<file path="config.mk">
export PLATFORM = sky130hd
export DESIGN_NAME = npn_tt_sweep_ctrl
export DESIGN_NICKNAME = d
export VERILOG_FILES = /design/src/rtl/npn_tt_sweep_ctrl.sv
export SDC_FILE = /design/constraint.sdc
export NUM_CORES = 1
export LEC_CHECK = 0
export ABC_AREA = 1
export BUFFER_PORTS_ARGS = -buffer_cell sky130_fd_sc_hd__buf_4
export CORE_ASPECT_RATIO = 0.6
export CORE_MARGIN = 5
export CORE_UTILIZATION = 30
export CTS_CLUSTER_SIZE = 12
export DETAILED_ROUTE_END_ITERATION = 12
export PLACE_DENSITY_LB_ADDON = 0.3
export SLEW_MARGIN = 15
export SYNTH_ARGS = -nofsm -noshare
export SYNTH_HDL_FRONTEND = slang
export SYNTH_SLANG_ARGS = --single-unit
</file>
<file path="constraint.sdc">
create_clock -name clk_i -period 1.6 [get_ports clk_i]
set_clock_uncertainty 0.1 [all_clocks]
set_input_delay 0.16 -clock clk_i [delete_from_list [all_inputs] [get_ports clk_i]]
set_output_delay 0.16 -clock clk_i [all_outputs]
set_load 0.05 [all_outputs]
</file>
<file path="src/rtl/npn_tt_sweep_ctrl.sv">
// npn_tt_sweep_ctrl: walks all 2^NUM_IN minterms through a shared function
// unit, builds the observed truth table from y0 and scores it against the
// expected table captured at start.
// Optional build macro: NPN_SWEEP_FIRST_FAIL_EN adds first-mismatch capture.
//
// state  | meaning
// -------+-----------------------------------------------------------
// S_IDLE | waiting for start_valid_i; start_ready_o high
// S_RUN  | driving x_o, sampling y0_i every SETTLE cycles
// S_DONE | one-cycle completion pulse; pass_o valid
module npn_tt_sweep_ctrl #(
  parameter  int NUM_IN = 4,
  parameter  int SETTLE = 1,
  localparam int TT_W   = 2**NUM_IN
) (
  input  logic              clk_i,
  input  logic              rst_i,
  input  logic              start_valid_i,
  output logic              start_ready_o,
  input  logic [TT_W-1:0]   exp_tt_i,
  input  logic              abort_i,
  output logic [NUM_IN-1:0] x_o,
  input  logic              y0_i,
  output logic              busy_o,
  output logic              done_o,
  output logic              pass_o,
  output logic [TT_W-1:0]   tt_o,
  output logic [NUM_IN:0]   mism_cnt_o
`ifdef NPN_SWEEP_FIRST_FAIL_EN
  ,
  output logic              first_fail_vld_o,
  output logic [NUM_IN-1:0] first_fail_idx_o
`endif
);

  typedef enum logic [1:0] {S_IDLE, S_RUN, S_DONE} state_t;

  localparam logic [3:0]        HOLD_LAST = 4'(SETTLE - 1);
  localparam logic [3:0]        HOLD_ONE  = 4'd1;
  localparam logic [NUM_IN-1:0] X_ONE     = NUM_IN'(1);
  localparam logic [NUM_IN:0]   MISM_ONE  = (NUM_IN+1)'(1);

  state_t              state_q, state_d;
  logic [NUM_IN-1:0]   x_q, x_d;
  logic [3:0]          hold_q, hold_d;
  logic [TT_W-1:0]     exp_q, exp_d;
  logic [TT_W-1:0]     tt_q, tt_d;
  logic [NUM_IN:0]     mism_q, mism_d;
  logic                pass_q, pass_d;
  logic                ffv_q, ffv_d;
  logic [NUM_IN-1:0]   ffi_q, ffi_d;

  // State and datapath registers with synchronous reset.
  always_ff @(posedge clk_i) begin
    if (rst_i) begin
      state_q <= S_IDLE;
      x_q     <= '0;
      hold_q  <= '0;
      exp_q   <= '0;
      tt_q    <= '0;
      mism_q  <= '0;
      pass_q  <= 1'b0;
      ffv_q   <= 1'b0;
      ffi_q   <= '0;
    end else begin
      state_q <= state_d;
      x_q     <= x_d;
      hold_q  <= hold_d;
      exp_q   <= exp_d;
      tt_q    <= tt_d;
      mism_q  <= mism_d;
      pass_q  <= pass_d;
      ffv_q   <= ffv_d;
      ffi_q   <= ffi_d;
    end
  end

  // Next-state logic: accept, per-minterm sampling, abort and completion.
  always_comb begin
    state_d = state_q;
    x_d     = x_q;
    hold_d  = hold_q;
    exp_d   = exp_q;
    tt_d    = tt_q;
    mism_d  = mism_q;
    pass_d  = pass_q;
    ffv_d   = ffv_q;
    ffi_d   = ffi_q;
    case (state_q)
      S_IDLE: begin
        if (start_valid_i) begin
          exp_d   = exp_tt_i;
          tt_d    = '0;
          mism_d  = '0;
          pass_d  = 1'b0;
          ffv_d   = 1'b0;
          ffi_d   = '0;
          x_d     = '0;
          hold_d  = '0;
          state_d = S_RUN;
        end
      end
      S_RUN: begin
        if (abort_i) begin
          // Abort outranks a coincident final sample.
          state_d = S_IDLE;
          x_d     = '0;
          hold_d  = '0;
          tt_d    = '0;
          mism_d  = '0;
          pass_d  = 1'b0;
          ffv_d   = 1'b0;
          ffi_d   = '0;
        end else if (hold_q == HOLD_LAST) begin
          tt_d[x_q] = y0_i;
          hold_d    = '0;
          if (y0_i != exp_q[x_q]) begin
            mism_d = mism_q + MISM_ONE;
            if (!ffv_q) begin
              ffv_d = 1'b1;
              ffi_d = x_q;
            end
          end
          if (&x_q) begin
            state_d = S_DONE;
            x_d     = '0;
            pass_d  = (mism_d == '0);
          end else begin
            x_d = x_q + X_ONE;
          end
        end else begin
          hold_d = hold_q + HOLD_ONE;
        end
      end
      S_DONE:  state_d = S_IDLE;
      default: state_d = S_IDLE;
    endcase
  end

  assign start_ready_o = (state_q == S_IDLE);
  assign busy_o        = (state_q == S_RUN);
  assign done_o        = (state_q == S_DONE);
  assign x_o           = x_q;
  assign pass_o        = pass_q;
  assign tt_o          = tt_q;
  assign mism_cnt_o    = mism_q;

`ifdef NPN_SWEEP_FIRST_FAIL_EN
  assign first_fail_vld_o = ffv_q;
  assign first_fail_idx_o = ffi_q;
`else
  // First-fail tracking has no consumer in this build.
  logic unused_ff;
  assign unused_ff = ffv_q ^ (^ffi_q);
`endif

endmodule

</file>
## Word level (Yosys, flattened, before mapping)

Cells that the tools add are included.

| cells by class | value |
|---|---|
| eq/ne operators | 6 |
| reductions and logical operators | 11 |
| muxes and demuxes | 35 |
| $lt $le $gt $ge | 2 |
| add/sub/neg operators | 3 |

Operators with widths:

| cell | count |
|---|---|
| 16-bit two-way mux | 3 |
| 5-bit two-way mux | 7 |
| 16-bit one-hot mux with 2 select lines | 1 |
| 4-bit two-way mux | 6 |
| 16-bit bitwise mux | 1 |
| 4-bit one-hot mux with 2 select lines | 2 |
| 5-bit one-hot mux with 2 select lines | 1 |
| 4-bit by 1-bit adder with 4-bit output, second input constant | 2 |
| 2-bit two-way mux | 4 |
| 4-bit AND reduction | 2 |
| 1-bit two-way mux | 6 |
| 3-bit by 2-bit != test with 1-bit output, second input constant | 2 |
| 3-bit AND reduction | 2 |
| 5-bit by 1-bit adder with 5-bit output, second input constant | 1 |
| 5-bit logical NOT | 1 |
| 4-bit by 5-bit less-than comparator with 1-bit output, second input constant | 1 |
| 1-bit binary-select mux with 4-bit select | 1 |
| 1-bit demux with 4-bit select | 1 |
| 4-bit by 1-bit >= comparator with 1-bit output, second input constant | 1 |
| 4-bit logical NOT | 1 |
| 2-bit one-hot mux with 2 select lines | 1 |
| 2-bit AND reduction | 2 |
| 2-bit by 1-bit equality test with 1-bit output, second input constant | 1 |
| 2-bit equality test, second input constant | 1 |
| 6 further kinds | 6 |

| word-level totals | value |
|---|---|
| flip-flop bits (word level) | 48 |
| output and inout port bits | 29 |

## Longest topological paths before layout

Gate-level depths: netlist of the first run.

| depth | value |
|---|---|
| depth after elaboration | 12 |
| mapped depth | 16 |

## Least setup slack after synthesis of the first run

No wires, ideal clock.

| timing path | value |
|---|---|
| path type | register -> register |
| from | register x_q[0] (netlist: x_o[0]) |
| to | register mism_q[4] (netlist: mism_cnt_o[4]) |
| setup time | 0.132 ns |
| path buffers | 2 |
| data arrival time | 1.920 ns |
| period minus slack after synthesis | 2.152 ns |
| setup slack | -0.552 ns |
| stages on the path, launching flop included | 15 |
| cell sequence | dfxtp_1 buf_6 inv_4 buf_8 nand2_2 nand3_1 nand2_1 nand2_1 nand2_2 nor2_1 nand2_2 nand2_4 or2_1 nand3_1 a21oi_1 |

| on the way | value |
|---|---|
| longest elaborated chain between the ends | 10 |

RTL lines:

| item | RTL line | text |
|---|---|---|
| start, declared | 44 | `logic [NUM_IN-1:0] x_q, x_d;` |
| start signal, assigned | 57 | `x_q <= '0;` |
| start signal, assigned | 67 | `x_q <= x_d;` |
| 1-bit binary-select mux with 4-bit select | 117 | `if (y0_i != exp_q[x_q]) begin` |
| 1-bit two-way mux (implied by the code) | 117 |  |
| 1-bit != test | 117 |  |
| 5-bit two-way mux | 117 |  |
| 5-bit two-way mux | 114 | `end else if (hold_q == HOLD_LAST) begin` |
| 5-bit two-way mux | 104 | `if (abort_i) begin` |
| 5-bit two-way mux | 89 | `case (state_q)` |
| 5-bit two-way mux | 114 |  |
| 5-bit two-way mux | 104 |  |
| 5-bit one-hot mux with 2 select lines | 89 |  |
| end signal, assigned | 71 | `mism_q <= mism_d;` |
| end, declared | 48 | `logic [NUM_IN:0] mism_q, mism_d;` |

No other way between the ends. The select of a mux whose other input is x is not followed.
A chain may end at the register's enable or synchronous reset.

## Worst setup path after layout of the first run

| timing path | value |
|---|---|
| from | register hold_q[1] |
| to | register tt_q[4] (netlist: tt_o[4]) |

| on the way | value |
|---|---|
| longest elaborated chain between the ends | 3 |

RTL lines:

| item | RTL line | text |
|---|---|---|
| start, declared | 45 | `logic [3:0] hold_q, hold_d;` |
| start signal, assigned | 68 | `hold_q <= hold_d;` |
| 4-bit logical NOT | 114 |  |
| 3-bit by 2-bit != test with 1-bit output (no source line) | - |  |
| 3-bit AND reduction (no source line) | - |  |
| end signal, assigned | 70 | `tt_q <= tt_d;` |
| end, declared | 47 | `logic [TT_W-1:0] tt_q, tt_d;` |

No other way between the ends.

==> reports/qor.txt, run 1 <==
fill count: 753
slowest stage cell on the critical path: dfxtp_2
Critical Path Start Type: register
Min Hold Slack: 41.65 ps
Avg WL per Cell: 12.56 um
Setup TNS Final: -3236 ps
Synth Warn #: 0
clk sink count: 48
initial core utilization: 30.35%
P&R area growth vs syn: 59.55%
drt via density: 4.487
Clock Latency Late Sink: 280 ps
CP Buf/Inv Count: 3
clock buffer depth: 2
Total Wirelength: 6759 um
Fin. Hold Viols: 0
status: finished, violations left
RSZ-0062 raised after global routing: true
fmax: 545.7 MHz
largest net degree at the start of global routing: 34
post-layout minimum cycle time: 1833 ps
Detail Route Antenna Nets: 0
TritonCTS Buffers: 5
Detailed Place HPWL: 4776 um
via count: 2414
RePlAce Congestion: 0.7870
Slew @ Worst Pin: 395.9 ps
Crit path max-delay family: simple AND/OR/NAND/NOR gates
Final Non-Filler Cells: 538
gr usage total: 13.71%
count of state elements after synthesis: 48
IO Pins: 50
Worst EP arrival: 1900 ps
Die Wd: 124.1 um
post-synthesis instance area: 2345 um2
first-pass GRT wire length: 10790 um
Crit path largest cell delay: 320 ps
die area: 9742 um2
CP endpoint kind: register
EDFF count, synth: 0
starting DRC count in detailed routing: 136
antenna fix cells: 0
layout cell share with drive strength beyond 1: 40.23%
Worst path most repeated cell: buf_12
vias in the first global route: 2255
Placement Cell Area: 3143 um2
Setup Crit Path Kind: reg -> reg
H-Tree Depth: 2
Post-CTS Hold Buffers: 0
synth unique cells: 31
Lkg Pwr: 1.661 nW
initial antenna violation count: 0
IO Port Bufs: 49
Avg Cell Area, Syn: 7.062 um2
VDD IR max: 0.5489 mV
Slew Limit Fails: 0
ys flop type: dfxtp_1
residual DRC count: 0
Gate Count Post-Synth: 332
clock slew at reported path FFs: 60 ps
Placed Cells: 517
CTS tree: built
Layout Utilization: 48.42%
nets@finish: 457
crit-path cells: inv_2, ha_4, nand3_4, nand2_4, o31ai_4, nor2_4, buf_12, buf_12, nand2_8, o311a_1
floorplan row count: 25
clk root buf: clkbuf_16
period utilization: 114.5%
CP required: 1670 ps
CP max FO: 8
worst slack, placed: -172.8 ps
failing checks: setup timing
Die Height: 78.48 um
Async S/R FF share, synth: 0%
max_slew headroom: 73.54%
total chip power: 2.883 mW
Pre-Repair DR Iteration Count: 4
# setup viols final: 25
GRT overflow: 0
Post-Syn Nets: 360
worst setup margin: -232.6 ps
core footprint: 7726 um2
fin area: 3741 um2
Seq/Total Area, Yosys: 40.98%
P per Cell Area: 770.6 nW/um2
MaxCap Viol Count: 0
Hold WC Path Type: in -> reg
==> metal layers <==
| metal | global-route usage (%) | vias to the layer above | wire length [um] |
|---|---|---|---|
| li1 | - | 1263 | - |
| met3 | 3.888 | 4 | 381 |
| met5 | 0 | - | 0 |
| met4 | 2.514 | 0 | 33 |
| met1 | 20.36 | 1095 | 3396 |
| met2 | 19.67 | 52 | 2947 |
==> power breakdown <==
group | internal (mW) | total (mW) | switching, mW
Combinational | 0.227 | 0.534 | 0.307
Sequential | 1.23 | 1.25 | 0.0167
Clock | 0.666 | 1.10 | 0.433
==> worst register-to-register path: cells and delay by family, from the launching register on <==
family          cells  cell delay (ps)
buf+inv             3              360
fa+ha+maj           1              140
simple gates        4              420
compound gates      2              380
flops               1              320
==> area by class of cell <==
type                            instances  area [um2]  share of cell area, %
Inverter                               40       157.7                  4.214
Multi-Input combinational cell        236        1513                  40.43
Sequential cell                        48       978.4                  26.15
Tap cell                              108       135.1                  3.612
Timing Repair Buffer                   98       800.8                  21.40
Clock buffer                            8       156.4                  4.181
==> flip-flops by register name, indices dropped and copies added (netlist names) <==
signal,count
mism_cnt_o,5
pass_o,1
exp_q,16
state_q,2
x_o,4
tt_o,16
hold_q,4
==> Yosys cell counts (3+ instances only) <==
cell type,instances,share of area (%)
nand2_1,70,11
dfxtp_1,48,41
a21oi_1,28,6.0
o21ai_0,19,4.1
inv_1,38,6.1
nand3_1,19,4.1
o21a_1,13,4.2
nor2_1,49,7.8
nor2_2,3,0.80
ha_1,7,3.7
nand2_2,4,1.1
nor3_1,8,1.7
clkbuf_1,6,0.96
==> worst paths after layout <==
path              startpoint       endpoint  slack, ps  depth (start not counted)
hold / removal         rst_i  mism_cnt_o[0]         40                          2
setup reg to reg   hold_q[1]        tt_o[4]       -230                         10
hold reg to reg     exp_q[1]       exp_q[1]        360                          2
setup / recovery   hold_q[1]        tt_o[4]       -230                         10
==> cell usage in the layout, fill, tap and decap left out, drive strengths merged, types with 2 or more instances in the layout <==
master  instances
nor3            8
clkbuf          8
o21ai          20
nand2          76
buf            98
o311a           2
a21oi          28
ha              7
dfxtp          48
nand3          19
o21a           13
nor2           52
inv            40
xor2            2
==> cells by family after synthesis <==
logic type / after synthesis / share of synthesized area [%]
xor gates and xnor gates: 3 / 1.121
adders and majority gates: 7 / 3.735
AOI/OAI and AO/OA: 66 / 16.65
buffers and inverters: 49 / 8.911
DFF: 48 / 40.98
and+or+nand+nor: 159 / 28.60
==> what timing repair did <==
action	4_1_cts	5_1_grt
endpoints found under the setup margin	29	30
buffers inserted	5	7
cloned	1	0
resized for setup	27	46
pin swaps	9	10
Note: power is estimated with default switching activity, not from simulation.
==> run 2, diff against run 1 <==
- CELL_PAD_IN_SITES_DETAIL_PLACEMENT: not set -> 1
- CELL_PAD_IN_SITES_GLOBAL_PLACEMENT: not set -> 2
- CORE_UTILIZATION: 30 -> 27
==> reports/qor.txt, run 2 (synthesis results as in run 1) <==
Placed Cells: 537
Die Height: 82.19 um
clk root buf: clkbuf_16
Detail Route Antenna Nets: 0
Avg WL per Cell: 14.58 um
Detailed Place HPWL: 5770 um
Final Non-Filler Cells: 555
TritonCTS Buffers: 5
P&R area growth vs syn: 67.40%
largest net degree at the start of global routing: 30
start of the worst register-to-register path: hold_q[1]
die area: 10710 um2
via count: 2563
Slew @ Worst Pin: 293.5 ps
slowest stage cell on the critical path: dfxtp_2
Power Internal: 2.079 mW
drt via density: 4.618
Crit path max-delay family: simple AND/OR/NAND/NOR gates
fill count: 1017
Worst setup startpoint: hold_q[1]
starting DRC count in detailed routing: 72
residual DRC count: 0
CP required: 1670 ps
sw frac: 28.08%
CP Buf/Inv Count: 3
Hold WC Path Type: in -> reg
total chip power: 2.891 mW
RePlAce Congestion: 0.8436
CTS tree: built
layout cell share with drive strength beyond 1: 49.66%
Worst EP arrival: 1850 ps
RSZ-0062 raised after global routing: true
Placement Cell Area: 3281 um2
IO Port Bufs: 49
multi-input logic area: 1590 um2
VDD IR max: 0.3332 mV
vias in the first global route: 2627
fmax: 563.1 MHz
clock slew at reported path FFs: 60 ps
Gate power share: 21.2%
post-layout minimum cycle time: 1776 ps
Total Wirelength: 8094 um
P per Cell Area: 736.6 nW/um2
CP endpoint kind: register
Worst Reg-to-Reg Cells: 11
Setup Crit Path Kind: reg -> reg
status: finished, violations left
core footprint: 8491 um2
MaxCap Viol Count: 0
Setup TNS Final: -2828 ps
crit-path cells: inv_2, ha_4, nand3_2, nand2_2, o31ai_4, nor2_4, buf_12, buf_6, nand4_1, o211ai_1, a21oi_1
fin area: 3925 um2
gr usage total: 15.37%
clock buffer depth: 2
most common cell after layout, fill and taps aside: buf_4
GRT overflow: 0
initial core utilization: 27.62%
initial antenna violation count: 0
floorplan row count: 26
FF/Latch Area: 978.4 um2
r2r setup slk: -180 ps
Pre-Repair DR Iteration Count: 4
sequential share of power: 43.2%
worst setup margin: -175.8 ps
Clock Latency Late Sink: 290 ps
Critical Path Start Type: register
IO Pins: 50
first-pass GRT wire length: 12990 um
Critical Path Stages: 11
H-Tree Depth: 2
CP max FO: 7
clk sink count: 48
nets@finish: 470
# setup viols final: 26
max_slew headroom: 80.40%
Clk pwr share: 35.6%
Lkg Pwr: 1.709 nW
failing checks: setup timing
RR Endpoint: x_o[3]
crit path to: x_o[3]
NetSw: 811.9 uW
Slew Limit Fails: 0
Fin. Hold Viols: 0
Die Wd: 130.3 um
most frequent cells in the layout: buf_4 (101), nand2_1 (40), dfxtp_1 (40), nor2_1 (34), inv_1 (32)
period utilization: 111.0%
antenna fix cells: 0
Crit path largest cell delay: 320 ps
==> run 2: metrics by stage <==
stage	hold WS [ps]	util, %	setup WS, ps
after global placement	333.0	38.64	-208.2
after global routing	39.95	46.23	-317.6
after floorplan	239.6	-	-238.7
after CTS	32.00	43.00	-185.5
after detailed placement	331.9	38.64	-273.7
final	45.01	46.23	-175.8
==> run 2: how the worst min path moves through the flow <==
stage | cells past startpoint | slack [ps] | end | from
floorplan | 3 | 240 | hold_q[1] | abort_i
global placement | 2 | 330 | x_o[1] | rst_i
detailed placement | 2 | 330 | x_o[1] | rst_i
CTS | 2 | 30 | x_o[1] | rst_i
global route | 2 | 40 | x_o[1] | rst_i
finish | 2 | 50 | x_o[1] | rst_i
==> run 2: what timing repair did <==
item | CTS | global route
pin swaps | 17 | 25
hold buffers | 0 | 0
resized for setup | 50 | 64
endpoints found under the setup margin | 29 | 29
hold endpoints to repair | 0 | 0
buffers inserted | 5 | 5
==> run 2: power by group through the flow <==
stage	Combinational [mW]	Sequential, mW	Clock [mW]
after global placement	0.452	1.27	0
after detailed placement	0.462	1.28	0
final	0.614	1.25	1.03
after floorplan	0.242	1.29	0
after CTS	0.539	1.25	1.07
after global routing	0.667	1.25	1.13
==> run 2: layout make-up <==
| type | count | area share [%] |
|---|---|---|
| clock buffers | 7 | 3.379 |
| multi-input cells | 235 | 40.52 |
| well taps | 112 | 3.570 |
| repair buffers | 112 | 23.33 |
| flip-flops and latches | 48 | 24.93 |
| clock inverters | 1 | 0.1275 |
| inverters | 40 | 4.144 |
==> run 2: worst register-to-register path, delay by kind of cell (launching register included) <==
| kind | cells | cell delay, ps |
|---|---|---|
| and+or+nand+nor | 4 | 390 |
| buffers and inverters | 3 | 370 |
| AOI/OAI and AO/OA | 3 | 350 |
| DFF | 1 | 320 |
| adders and majority gates | 1 | 130 |
==> run 2: layer usage <==
| layer | routed length, um | GRT usage [%] |
|---|---|---|
| met1 | 3949 | 21.09 |
| met2 | 3776 | 25.05 |
| met3 | 283 | 3.342 |
| met4 | 84 | 3.112 |
| met5 | 0 | 0 |
==> run 3, diff against run 2 <==
- PLACE_DENSITY: not set -> 0.74
- PLACE_DENSITY_LB_ADDON: 0.3 -> not set
==> reports/qor.txt, run 3 (synthesis results as in run 1) <==
Total Wirelength: 8107 um
Hold WC Path Type: in -> reg
clk root buf: clkbuf_16
RePlAce Congestion: 0.8219
drt via density: 4.604
worst setup margin: -263.5 ps
CTS tree: built
core footprint: 8491 um2
vias in the first global route: 2663
IO Pins: 50
clock slew at reported path FFs: 70 ps
status: finished, violations left
Placement Cell Area: 3251 um2
Layout Utilization: 46.46%
clock buffer depth: 2
max_slew headroom: 67.27%
fmax: 536.6 MHz
Die Wd: 130.3 um
initial core utilization: 27.62%
most frequent cells in the layout: buf_4 (98), nand2_1 (50), dfxtp_1 (40), inv_1 (33), nor2_1 (28)
P&R area growth vs syn: 68.25%
Clock Latency Late Sink: 290 ps
TritonCTS Buffers: 5
Post-CTS Hold Buffers: 0
Critical Path Start Type: register
hold_sp: rst_i
Clk pwr share: 38.4%
post-layout minimum cycle time: 1863 ps
NetSw: 845.4 uW
Worst setup startpoint: x_o[0]
floorplan row count: 26
Pre-Repair DR Iteration Count: 4
start of the worst register-to-register path: x_o[0]
CP max FO: 7
IO Port Bufs: 49
Detail Route Antenna Nets: 0
residual DRC count: 0
RSZ-0062 raised after global routing: true
first-pass GRT wire length: 12810 um
Setup Crit Path Kind: reg -> reg
Worst EP arrival: 2000 ps
Final Non-Filler Cells: 553
Die Height: 82.19 um
clk sink count: 48
initial antenna violation count: 0
Slew Limit Fails: 0
fin area: 3945 um2
Lkg Pwr: 1.736 nW
antenna fix cells: 0
via count: 2546
most common cell after layout, fill and taps aside: buf_4
CP endpoint kind: register
starting DRC count in detailed routing: 102
gr usage total: 15.09%
MaxCap Viol Count: 0
layout cell share with drive strength beyond 1: 45.80%
sequential share of power: 41.5%
largest net degree at the start of global routing: 34
sw frac: 28.11%
Power Internal: 2.162 mW
P per Cell Area: 762.3 nW/um2
GRT overflow: 0
Slew @ Worst Pin: 490.5 ps
failing checks: setup timing
total chip power: 3.007 mW
worst slack, placed: -253.4 ps
Gate power share: 20.1%
Avg WL per Cell: 14.66 um
# setup viols final: 26
nets@finish: 468
CP required: 1740 ps
Placed Cells: 533
H-Tree Depth: 2
period utilization: 116.5%
Fin. Hold Viols: 0
Detailed Place HPWL: 5596 um
die area: 10710 um2
VDD IR max: 0.4456 mV
run 3: power by group through the flow:
stage	registers (mW)	logic (mW)	clock network, mW
2_1_floorplan	1.29	0.242	0
3_3_place_gp	1.28	0.429	0
3_5_place_dp	1.28	0.440	0
4_1_cts	1.25	0.537	1.19
5_1_grt	1.25	0.661	1.24
6_report	1.25	0.604	1.15
run 3: final timing paths:
| check | endpoint | slack, ps | cells past startpoint |
|---|---|---|---|
| setup / recovery | pass_o | -260 | 13 |
| hold / removal | x_o[1] | 20 | 2 |
| setup reg to reg | pass_o | -260 | 13 |
| hold reg to reg | exp_q[1] | 360 | 2 |
run 3: layout make-up:
cell class	count	area, um2
Sequential cell	48	978.4
Timing Repair Buffer	109	889.6
Fill cell	1015	4546
Inverter	40	160.2
Multi-Input combinational cell	236	1618
Tap cell	112	140.1
Clock buffer	7	153.9
Clock inverter	1	5.005
run 3: stage by stage:
stage	TNS (ps)	hold slack (ps)
floorplan	-958.2	239.6
global placement	-3128	329.3
detailed placement	-4358	339.4
CTS	-2830	14.77
global route	-6217	33.05
finish	-2869	22.53
run 3: layer usage:
layer | vias up | global-route usage, % | routed length, um
met2 | 46 | 24.74 | 3846
met1 | 1210 | 20.30 | 3892
met3 | 6 | 3.406 | 313
li1 | 1284 | - | -
met4 | 0 | 3.631 | 55
met5 | - | 0 | 0
run 3: worst max-delay path, stage by stage, from the launching register on:
cell and delay (ps):
dfxtp_4 400, buf_6 140, nand2_2 50, nand3_2 60, nand2_1 60, nand2_1 70, nand2_2 80, o21ai_4 270
nand2_4 120, nand2_4 80, nand3_1 70, nor2_1 130, nand3_1 90, nand2_1 70
run 3: repair_timing:
action	CTS	global route
gates cloned	0	1
setup buffers	8	3
pin swaps	9	13
setup endpoints to repair	29	29
gates resized for setup	60	48
